### src/rtl/csi_vc_arbiter.sv
// Packet-level round-robin arbiter: N_SRC virtual-channel sources share one
// protocol-layer packet input, with a programmable idle gap after each packet.
module csi_vc_arbiter #(
    parameter int N_SRC      = 4,
    parameter int DATA_W     = 32,
    parameter int GAP_CYCLES = 8,
    parameter int VC_W       = $clog2(N_SRC)
) (
    input  logic                      hs_clk,
    input  logic                      rst,
    input  logic                      enable,
    input  logic [N_SRC-1:0]          src_valid,
    input  logic [N_SRC*DATA_W-1:0]   src_data,
    input  logic [N_SRC-1:0]          src_last,
    output logic [N_SRC-1:0]          src_ready,
    output logic                      out_valid,
    output logic [DATA_W-1:0]         out_data,
    output logic                      out_last,
    output logic [VC_W-1:0]           out_vc,
    input  logic                      out_ready,
    output logic [N_SRC-1:0]          grant,
    output logic                      busy
);

    // A GAP_CYCLES of 0 would give a zero-width counter; keep at least one bit.
    localparam int CNT_W = (GAP_CYCLES > 0) ? $clog2(GAP_CYCLES + 1) : 1;

    typedef enum logic [1:0] {
        IDLE = 2'd0,
        XFER = 2'd1,
        GAP  = 2'd2
    } state_t;

    state_t            state;
    state_t            state_nxt;
    logic [VC_W-1:0]   ptr;
    logic [VC_W-1:0]   ptr_nxt;
    logic [VC_W-1:0]   vc_nxt;
    logic [N_SRC-1:0]  grant_nxt;
    logic [CNT_W-1:0]  gap_cnt;
    logic [CNT_W-1:0]  gap_cnt_nxt;
    logic              win_found;
    logic [VC_W-1:0]   win_idx;
    logic              in_xfer;
    logic              beat_fire;
    logic              pkt_done;

    // Round-robin search: first requester at or after ptr+1 (mod N_SRC) wins.
    always_comb begin
        win_found = 1'b0;
        win_idx   = '0;
        for (int i = 1; i <= N_SRC; i++) begin
            automatic int idx = (int'(ptr) + i) % N_SRC;
            if (!win_found && src_valid[idx]) begin
                win_found = 1'b1;
                win_idx   = VC_W'(idx);
            end
        end
    end

    // Handshake: a beat moves on any edge where out_valid && out_ready are both
    // high; out_valid never waits on out_ready, and src_ready of the granted
    // source is exactly out_ready, so the source side sees the same rule.
    assign in_xfer   = (state == XFER);
    assign out_valid = in_xfer & src_valid[out_vc];
    assign out_last  = in_xfer & src_last[out_vc];
    assign out_data  = in_xfer ? src_data[int'(out_vc)*DATA_W +: DATA_W] : '0;
    assign src_ready = (in_xfer && out_ready) ? grant : '0;
    assign busy      = (state != IDLE);

    assign beat_fire = out_valid & out_ready;
    assign pkt_done  = beat_fire & out_last;

    always_comb begin
        state_nxt   = state;
        grant_nxt   = grant;
        vc_nxt      = out_vc;
        ptr_nxt     = ptr;
        gap_cnt_nxt = gap_cnt;
        case (state)
            IDLE: begin
                if (enable && win_found) begin
                    grant_nxt          = '0;
                    grant_nxt[win_idx] = 1'b1;
                    vc_nxt             = win_idx;
                    state_nxt          = XFER;
                end
            end
            XFER: begin
                if (pkt_done) begin
                    grant_nxt = '0;
                    ptr_nxt   = out_vc;
                    if (GAP_CYCLES == 0) begin
                        state_nxt = IDLE;
                    end else begin
                        state_nxt   = GAP;
                        gap_cnt_nxt = CNT_W'(GAP_CYCLES - 1);
                    end
                end
            end
            GAP: begin
                if (gap_cnt == '0) begin
                    state_nxt = IDLE;
                end else begin
                    gap_cnt_nxt = gap_cnt - 1'b1;
                end
            end
            default: begin
                state_nxt = IDLE;
                grant_nxt = '0;
            end
        endcase
    end

    // ptr starts at the top index so that source 0 is searched first.
    always_ff @(posedge hs_clk or posedge rst) begin
        if (rst) begin
            state   <= IDLE;
            grant   <= '0;
            out_vc  <= '0;
            ptr     <= VC_W'(N_SRC - 1);
            gap_cnt <= '0;
        end else begin
            state   <= state_nxt;
            grant   <= grant_nxt;
            out_vc  <= vc_nxt;
            ptr     <= ptr_nxt;
            gap_cnt <= gap_cnt_nxt;
        end
    end

endmodule

### config.mk
export PLATFORM = sky130hd
export DESIGN_NAME = csi_vc_arbiter
export DESIGN_NICKNAME = d
export VERILOG_FILES = /design/src/rtl/csi_vc_arbiter.sv
export SDC_FILE = /design/constraint.sdc
export NUM_CORES = 1
export LEC_CHECK = 0
export CAP_MARGIN = 25
export CORE_MARGIN = 5
export CORE_UTILIZATION = 30
export CTS_BUF_LIST = sky130_fd_sc_hd__clkbuf_2 sky130_fd_sc_hd__clkbuf_4 sky130_fd_sc_hd__clkbuf_8
export DETAILED_ROUTE_END_ITERATION = 16
export HOLD_SLACK_MARGIN = 0.05
export PLACE_DENSITY = 0.87
export SKIP_CTS_REPAIR_TIMING = 1
export SLEW_MARGIN = 0
export SYNTH_ARGS = -nofsm -noshare
export SYNTH_HDL_FRONTEND = slang
export SYNTH_SLANG_ARGS = --single-unit
### constraint.sdc
create_clock -name hs_clk -period 2.3 [get_ports hs_clk]
set_input_delay 0.575 -clock hs_clk [delete_from_list [all_inputs] [get_ports hs_clk]]
set_output_delay 0.575 -clock hs_clk [all_outputs]
set_load 0.02 [all_outputs]
==> results of run 1 <==
-- through the flow --
step,setup slack [ps],cells,total power [W],TNS [ps]
4_1_cts,-500,426,0.00435,-15240
2_1_floorplan,86.8,161,0.00251,0
6_report,-95.2,428,0.00477,-188
5_1_grt,-133,428,0.00504,-353
3_5_place_dp,-500,422,0.00409,-15170
3_3_place_gp,-491,422,0.00403,-14610
-- cell families after synthesis --
family                     count (synthesis)  share of synthesized area (%)
and+or+nand+nor                           65                           22.4
muxes                                     37                           43.3
buffers and inverters                     23                           5.77
AOI/OAI and AO/OA                         21                           8.63
DFF                                       14                           19.2
adders and majority gates                  1                          0.679
-- worst max path at each step --
stage / startpoint / endpoint / slack [ps]
2_1_floorplan: out_vc[0]$_DFFE_PP0P_ / out_data[23] / 90
3_3_place_gp: src_valid[3] / out_valid / -490
3_5_place_dp: src_valid[3] / out_valid / -500
4_1_cts: src_valid[3] / out_valid / -500
5_1_grt: src_valid[0] / out_valid / -130
6_report: src_valid[3] / out_valid / -100
-- tightest hold or removal path, delay by kind of cell, from the launching register on --
family / cells / cell delay (ps)
flops: 1 / 390
compound gates: 1 / 60
buf+inv: 1 / 60
-- flip-flops by register name (all words and copies together) (netlist names) --
register	cells
gap_cnt	4
grant	4
out_vc	2
ptr	2
state	2
-- final cells by class --
class,count,area (um^2)
antenna,1,2.50
tap,75,93.8
timing repair buffer,200,2310
multi-input combinational,124,1470
inverter,10,37.5
clock buffer,4,55.1
fill,415,1640
sequential,14,354
-- routing by layer --
metal / up-vias / part of all wire (%) / track usage [%]
met3: 28 / 8.7 / 4.84
met4: 4 / 2.3 / 3.43
met1: 1069 / 34 / 22.9
met2: 112 / 54 / 42.5
li1: 1009 / - / -
met5: - / 0.23 / 0
-- cells in the mapped netlist (3+ instances only) --
cell type / count
and2_1: 35
mux4_2: 34
dfrtp_1: 12
inv_1: 10
clkbuf_1: 6
nand2_1: 5
nand2b_1: 5
a21oi_1: 4
and3_1: 4
nor2_1: 4
buf_2: 3
o22ai_1: 3
-- report_power, final --
| group | total, W | internal, W | switching [W] |
|---|---|---|---|
| logic | 0.00404 | 0.00228 | 0.00177 |
| registers | 0.000491 | 0.000373 | 0.000118 |
| clock network | 0.000242 | 0.000152 | 0.0000909 |
==> impl_metrics.toml, run 1 <==
[hold_path]
min_from = "grant[3]$_DFFE_PP0P_"
holdPathEnd = "grant[3]$_DFFE_PP0P_"
min_path_type = "reg2reg"
hold_depth = 2

[sta]
max_slew_margin_pct = 64.0
fin_crit_ps = 2400
hold_ws_ps = 555
worst_pin_slew_ps = 536
setup_viol = 7
timing.final.ws_setup_ps = -95.2
maxSlewViolCount = 0
period_share_pct = 104
fin_skew_ps = 2.90
max_clock_freq_ghz = 0.418
rsz0062_at_grt = "yes"
hold_violations = 0

[cells_and_area]
final_cell_mix = "dlymetal6s2s_1, clkdlybuf4s50_1, mux4_2"
final_nets = 494
final_util_pct = 72.5
area_growth_pct = 135
layout_commonest_cell = "dlymetal6s2s_1"
final_area_um2 = 4320
drive_gt1_share_pct = 37.5

[power]
ir_drop_uv = 726
p_leak_nw = 2.64
p_per_area_nw_per_um2 = 1110

[floorplanning]
coreArea_um2 = 5960
start_util_pct = 30.9
die_h_um = 88.4
boundaryPins = 185
die_w_um = 88.4
dieArea_um2 = 7810
placementRows = 28

[cts]
clockRootBuffer = "clkbuf_8"
h-tree-depth = 1
cts-buffers-inserted = 3
clock_latency_ps = 240
clk_pin_slew_ps = 60
cts_tree = "yes"
clock_sinks = 14
clock_path_buffers = 2

[routing]
wl_per_cell_um = 21.8
vias = 2222
routed_via_density = 5.19
wl_mm = 9.33
drt-pass1-iter-count = 4
ant_nets = 0
initialDrtViolationCount = 56
remaining_drc_errors = 0

[worst_setup_path]
crit_path_cell_trace = "clkdlybuf4s50_1 -> mux4_2 -> and2_1 -> buf_2"
reg2reg_from = "out_vc[0]$_DFFE_PP0P_"
cp-end-kind = "output port"
cp_max_fo = 2
cpMaxStageDelayCell = "mux4_2"
critical_path_class = "in2out"
cp_data_arrival_time_ps = 1820
reg2reg_to = "ptr[0]$_DFFE_PP1P_"
cp.depth = 4
r2r_setup_slack_ps = 320
reg2regPathDepth = 6
crit_family = "buffers and inverters"
cp.required_ps = 1730
cp_num_buf_inv = 2
worst_setup_path_start_kind = "input port"
slowest_delay_ps = 500

[place]
gp_congestion = 0.877
dpl.hpwl_mm = 7.36
postPlaceCellArea_um2 = 3870
io_buffers = 184

[logic_synthesis]
synth_top_cell_by_area = "mux4_2"
syn-num-nets = 302
synth_edf_count = 0
synth_cells = 161
syn_area_um2 = 1840
yosysSeqAreaShare_pct = 19.2
ys_types = 38
yosys_warnings = 0
async_flop_share_pct = 100
synth_top_area_share_pct = 41.6
synthFlopType = "dfrtp_1"
synth-seq-cells = 14
synthTopCellsByArea = "mux4_2, dfrtp_1, and2_1, dfstp_2, inv_1"
synth_area_per_cell_um2 = 11.4

[grt]
antenna_found_initial = 3
grt_max_degree = 38
grt_usage_pct = 21.3
grt_overflow = 0
grt_pass1_wl_mm = 12.6
grt_pass1_vias = 2302

[flow_run]
cap_violations = 0

[outcome]
status = "finished, violations left"
failed_checks = "negative setup slack"
(Power assumes the default switching activity.)
==> run 2: changes to the inputs <==
- CORE_MARGIN: 5 -> unset
==> impl_metrics.toml, run 2 (synthesis results as in run 1) <==
[flow_run]
cap_violations = 0

[power]
p_leak_nw = 1.90
p_clk_share_pct = 4.9
seq_power_share_pct = 10.4
p_int_w = 0.00287
p_total_w = 0.00483
switching_power_w = 0.00196
sw_frac_of_total_pct = 40.5
p_per_area_nw_per_um2 = 1150
ir_drop_uv = 823
p_comb_share_pct = 84.7

[routing]
drt-pass1-iter-count = 4
remaining_drc_errors = 0
initialDrtViolationCount = 36
wl_per_cell_um = 18.1
wl_mm = 8.08
vias = 2254
routed_via_density = 5.04
ant_nets = 0

[grt]
grt_usage_pct = 22.9
grt_pass1_vias = 2233
antenna_found_initial = 0
grt_max_degree = 37
grt_overflow = 0
grt_pass1_wl_mm = 11.1

[floorplanning]
coreArea_um2 = 5920
start_util_pct = 31.1
die_w_um = 80.4
dieArea_um2 = 6460
die_h_um = 80.4
placementRows = 28
boundaryPins = 185

[worst_setup_path]
critical_path_class = "reg2out"
reg2reg_from = "out_vc[0]$_DFFE_PP0P_"
cp_data_arrival_time_ps = 1890
reg2reg_to = "grant[3]$_DFFE_PP0P_"
reg2regPathDepth = 8
r2r_setup_slack_ps = 290
cp.required_ps = 1730
cp_max_fo = 7
worst_setup_path_start_kind = "flop"
cp-end-kind = "output port"

[outcome]
status = "finished, violations left"
failed_checks = "negative setup slack"

[cells_and_area]
final_nets = 514
top_regs = "gap_cnt x4, grant x4"
area_growth_pct = 129
fill_cells = 428
final_cell_mix = "clkdlybuf4s50_1, mux4_2, buf_6"
layout_commonest_cell = "clkdlybuf4s50_1"
drive_gt1_share_pct = 36.8
antenna_cells = 0

[sta]
max_slew_margin_pct = 66.1
tns_ps = -2240
fin_skew_ps = 2.91
period_share_pct = 107
timing.final.ws_setup_ps = -163
maxSlewViolCount = 0
fin_crit_ps = 2460
hold_violations = 0
setup_viol = 31
rsz0062_at_grt = "yes"
max_clock_freq_ghz = 0.406
worst_pin_slew_ps = 508

[hold_path]
min_path_type = "reg2reg"
min_from = "grant[2]$_DFFE_PP0P_"
hold_depth = 2
holdPathEnd = "grant[2]$_DFFE_PP0P_"

[place]
io_buffers = 184
gp_congestion = 0.811
pre_cts_slack_ps = -491
dpl.hpwl_mm = 6.39

[cts]
clk_pin_slew_ps = 60
h-tree-depth = 1
cts-buffers-inserted = 3
clock_sinks = 14
cts_tree = "yes"
clockRootBuffer = "clkbuf_8"
clock_latency_ps = 240
clock_path_buffers = 2
## run 2: power groups by stage
stage	registers [W]	logic [W]	clock network [W]
after floorplan	0.000501	0.00201	0
after global placement	0.000500	0.00351	0
after detailed placement	0.000509	0.00356	0
after CTS	0.000508	0.00357	0.000243
after global routing	0.000520	0.00433	0.000257
final	0.000502	0.00409	0.000237
## run 2: stage by stage
step	utilization (%)	hold slack (ps)	cell area, um^2	std cells
floorplan	-	463	1840	161
global placement	65.7	533	3890	424
detailed placement	65.7	542	3890	424
CTS	66.6	562	3940	428
global route	71.2	591	4210	447
finish	71.2	560	4210	447
## run 2: routing by layer
| metal | wire length [um] | share of wire, % | track usage (%) |
|---|---|---|---|
| met1 | 3010 | 37 | 24.7 |
| met2 | 4360 | 54 | 44.1 |
| met3 | 515 | 6.4 | 4.09 |
| met4 | 201 | 2.5 | 7.86 |
| met5 | 0 | 0 | 0 |
## run 2: final cells by class
| class | count | area (um^2) | share of cell area (%) |
|---|---|---|---|
| clock buffer | 4 | 55.1 | 1.31 |
| inverter | 10 | 37.5 | 0.891 |
| multi-input combinational | 124 | 1430 | 33.9 |
| sequential | 14 | 354 | 8.41 |
| tap | 75 | 93.8 | 2.23 |
| timing repair buffer | 220 | 2240 | 53.3 |
## run 2: how the worst max path moves through the flow
stage                   end                   from  slack, ps  depth (start not counted)
6_report       out_data[28]  out_vc[0]$_DFFE_PP0P_       -160                          6
5_1_grt        out_data[27]  out_vc[0]$_DFFE_PP0P_       -220                          6
4_1_cts         out_data[3]  out_vc[0]$_DFFE_PP0P_       -510                          4
3_5_place_dp      out_valid           src_valid[0]       -490                          4
3_3_place_gp       out_last            src_last[3]       -490                          4
2_1_floorplan  out_data[23]  out_vc[0]$_DFFE_PP0P_         90                          4
## run 2: critical path, stage by stage (launching register included)
cell and delay [ps]:
dfrtp_2 450, buf_4 150, buf_6 100, buf_8 130, mux4_2 490, and2_1 180
clkbuf_2 150
==> run 3: changes to the inputs <==
- GPL_TIMING_DRIVEN: unset -> 0
- TNS_END_PERCENT: unset -> 50
==> impl_metrics.toml, run 3 (synthesis results as in run 1) <==
[place]
postPlaceCellArea_um2 = 3780
dpl.hpwl_mm = 6.66
io_buffers = 184
gp_congestion = 0.809
pre_cts_slack_ps = -645

[routing]
drt-pass1-iter-count = 4
ant_nets = 0
routed_via_density = 5.14
wl_per_cell_um = 19.7
vias = 2243
wl_mm = 8.57
remaining_drc_errors = 0
initialDrtViolationCount = 69

[cells_and_area]
layout_commonest_cell = "clkdlybuf4s50_1"
final_area_um2 = 4230
fill_cells = 397
area_growth_pct = 130
drive_gt1_share_pct = 35.1
final_nets = 501
final_cell_mix = "clkdlybuf4s50_1, dlymetal6s2s_1, mux4_2"
top_regs = "gap_cnt x4, grant x4"

[floorplanning]
die_h_um = 80.4
die_w_um = 80.4
start_util_pct = 31.1
coreArea_um2 = 5920
boundaryPins = 185
placementRows = 28
dieArea_um2 = 6460

[power]
switching_power_w = 0.00196
p_clk_share_pct = 5.2
sw_frac_of_total_pct = 41.5
p_per_area_nw_per_um2 = 1120
p_leak_nw = 2.31
p_int_w = 0.00276
p_comb_share_pct = 84.7
seq_power_share_pct = 10.1
p_total_w = 0.00472
ir_drop_uv = 598

[worst_setup_path]
cp_data_arrival_time_ps = 1900
cp-end-kind = "output port"
cp.required_ps = 1730
worst_setup_path_start_kind = "input port"
cp_max_fo = 3
critical_path_class = "in2out"

[sta]
worst_pin_slew_ps = 568
rsz0062_at_grt = "yes"
fin_crit_ps = 2470
maxSlewViolCount = 0
hold_ws_ps = 554
fin_skew_ps = 4.10
period_share_pct = 108
tns_ps = -1840
max_slew_margin_pct = 62.1
setup_viol = 31
timing.final.ws_setup_ps = -173
max_clock_freq_ghz = 0.404
hold_violations = 0

[grt]
antenna_found_initial = 1
grt_pass1_vias = 2272
grt_usage_pct = 23.0
grt_max_degree = 15
grt_pass1_wl_mm = 11.2
grt_overflow = 0

[cts]
clockRootBuffer = "clkbuf_8"
cts_tree = "yes"
clock_path_buffers = 2
clock_sinks = 14
clk_pin_slew_ps = 60
cts-buffers-inserted = 3
clock_latency_ps = 250
h-tree-depth = 1

[outcome]
failed_checks = "negative setup slack"
status = "finished, violations left"

[flow_run]
cap_violations = 0

[hold_path]
min_path_type = "reg2reg"
[run 3: cell count changes in the layout (fill, tap and decap cells not counted), sizes merged]
cell,before,now
clkdlybuf4s50,134,82
dlymetal6s2s,16,68
buf,63,47
clkbuf,11,14
diode,0,2
[run 3: area by class of cell]
cell class / count / area [um^2] / share of cell area (%)
Multi-Input combinational cell: 124 / 1440 / 34.0
Tap cell: 75 / 93.8 / 2.22
Sequential cell: 14 / 354 / 8.36
Clock buffer: 4 / 55.1 / 1.30
Buffer: 13 / 126 / 2.98
Inverter: 10 / 37.5 / 0.887
Antenna cell: 2 / 5.00 / 0.118
Timing Repair Buffer: 194 / 2120 / 50.1
[run 3: worst paths after layout]
check | slack [ps] | to | from | cells past startpoint
max in group asynchronous | 1220 | out_vc[0]$_DFFE_PP0P_ | rst | 2
min in group asynchronous | 680 | gap_cnt[3]$_DFFE_PP0P_ | rst | 2
min reg2reg | 550 | grant[3]$_DFFE_PP0P_ | grant[3]$_DFFE_PP0P_ | 2
max reg2reg | 350 | ptr[1]$_DFFE_PP1P_ | out_vc[0]$_DFFE_PP0P_ | 6
max | -170 | out_last | src_last[0] | 4
min | 550 | grant[3]$_DFFE_PP0P_ | grant[3]$_DFFE_PP0P_ | 2
[run 3: critical path: stages]
cell	delay, ps
clkdlybuf4s50_1	440
mux4_2	530
and2_1	190
clkbuf_2	160
[run 3: power by group through the flow]
stage | combinational, W | clock [W] | sequential (W)
after global placement | 0.00339 | 0 | 0.000459
after CTS | 0.00346 | 0.000242 | 0.000466
after detailed placement | 0.00345 | 0 | 0.000468
after global routing | 0.00422 | 0.000257 | 0.000497
final | 0.00400 | 0.000245 | 0.000479
after floorplan | 0.00201 | 0 | 0.000501
[run 3: routing by layer]
layer | up-vias | global-route usage [%] | share of wire (%)
li1 | 1015 | - | -
met1 | 1096 | 23.0 | 35
met2 | 114 | 45.4 | 55
met3 | 18 | 5.34 | 7.5
met4 | 0 | 8.21 | 2.7
met5 | - | 0 | 0
[run 3: through the flow]
stage,util (%),instances
6_report,71.5,436
5_1_grt,71.5,435
4_1_cts,64.7,424
3_5_place_dp,63.8,420
3_3_place_gp,63.8,420
2_1_floorplan,-,161
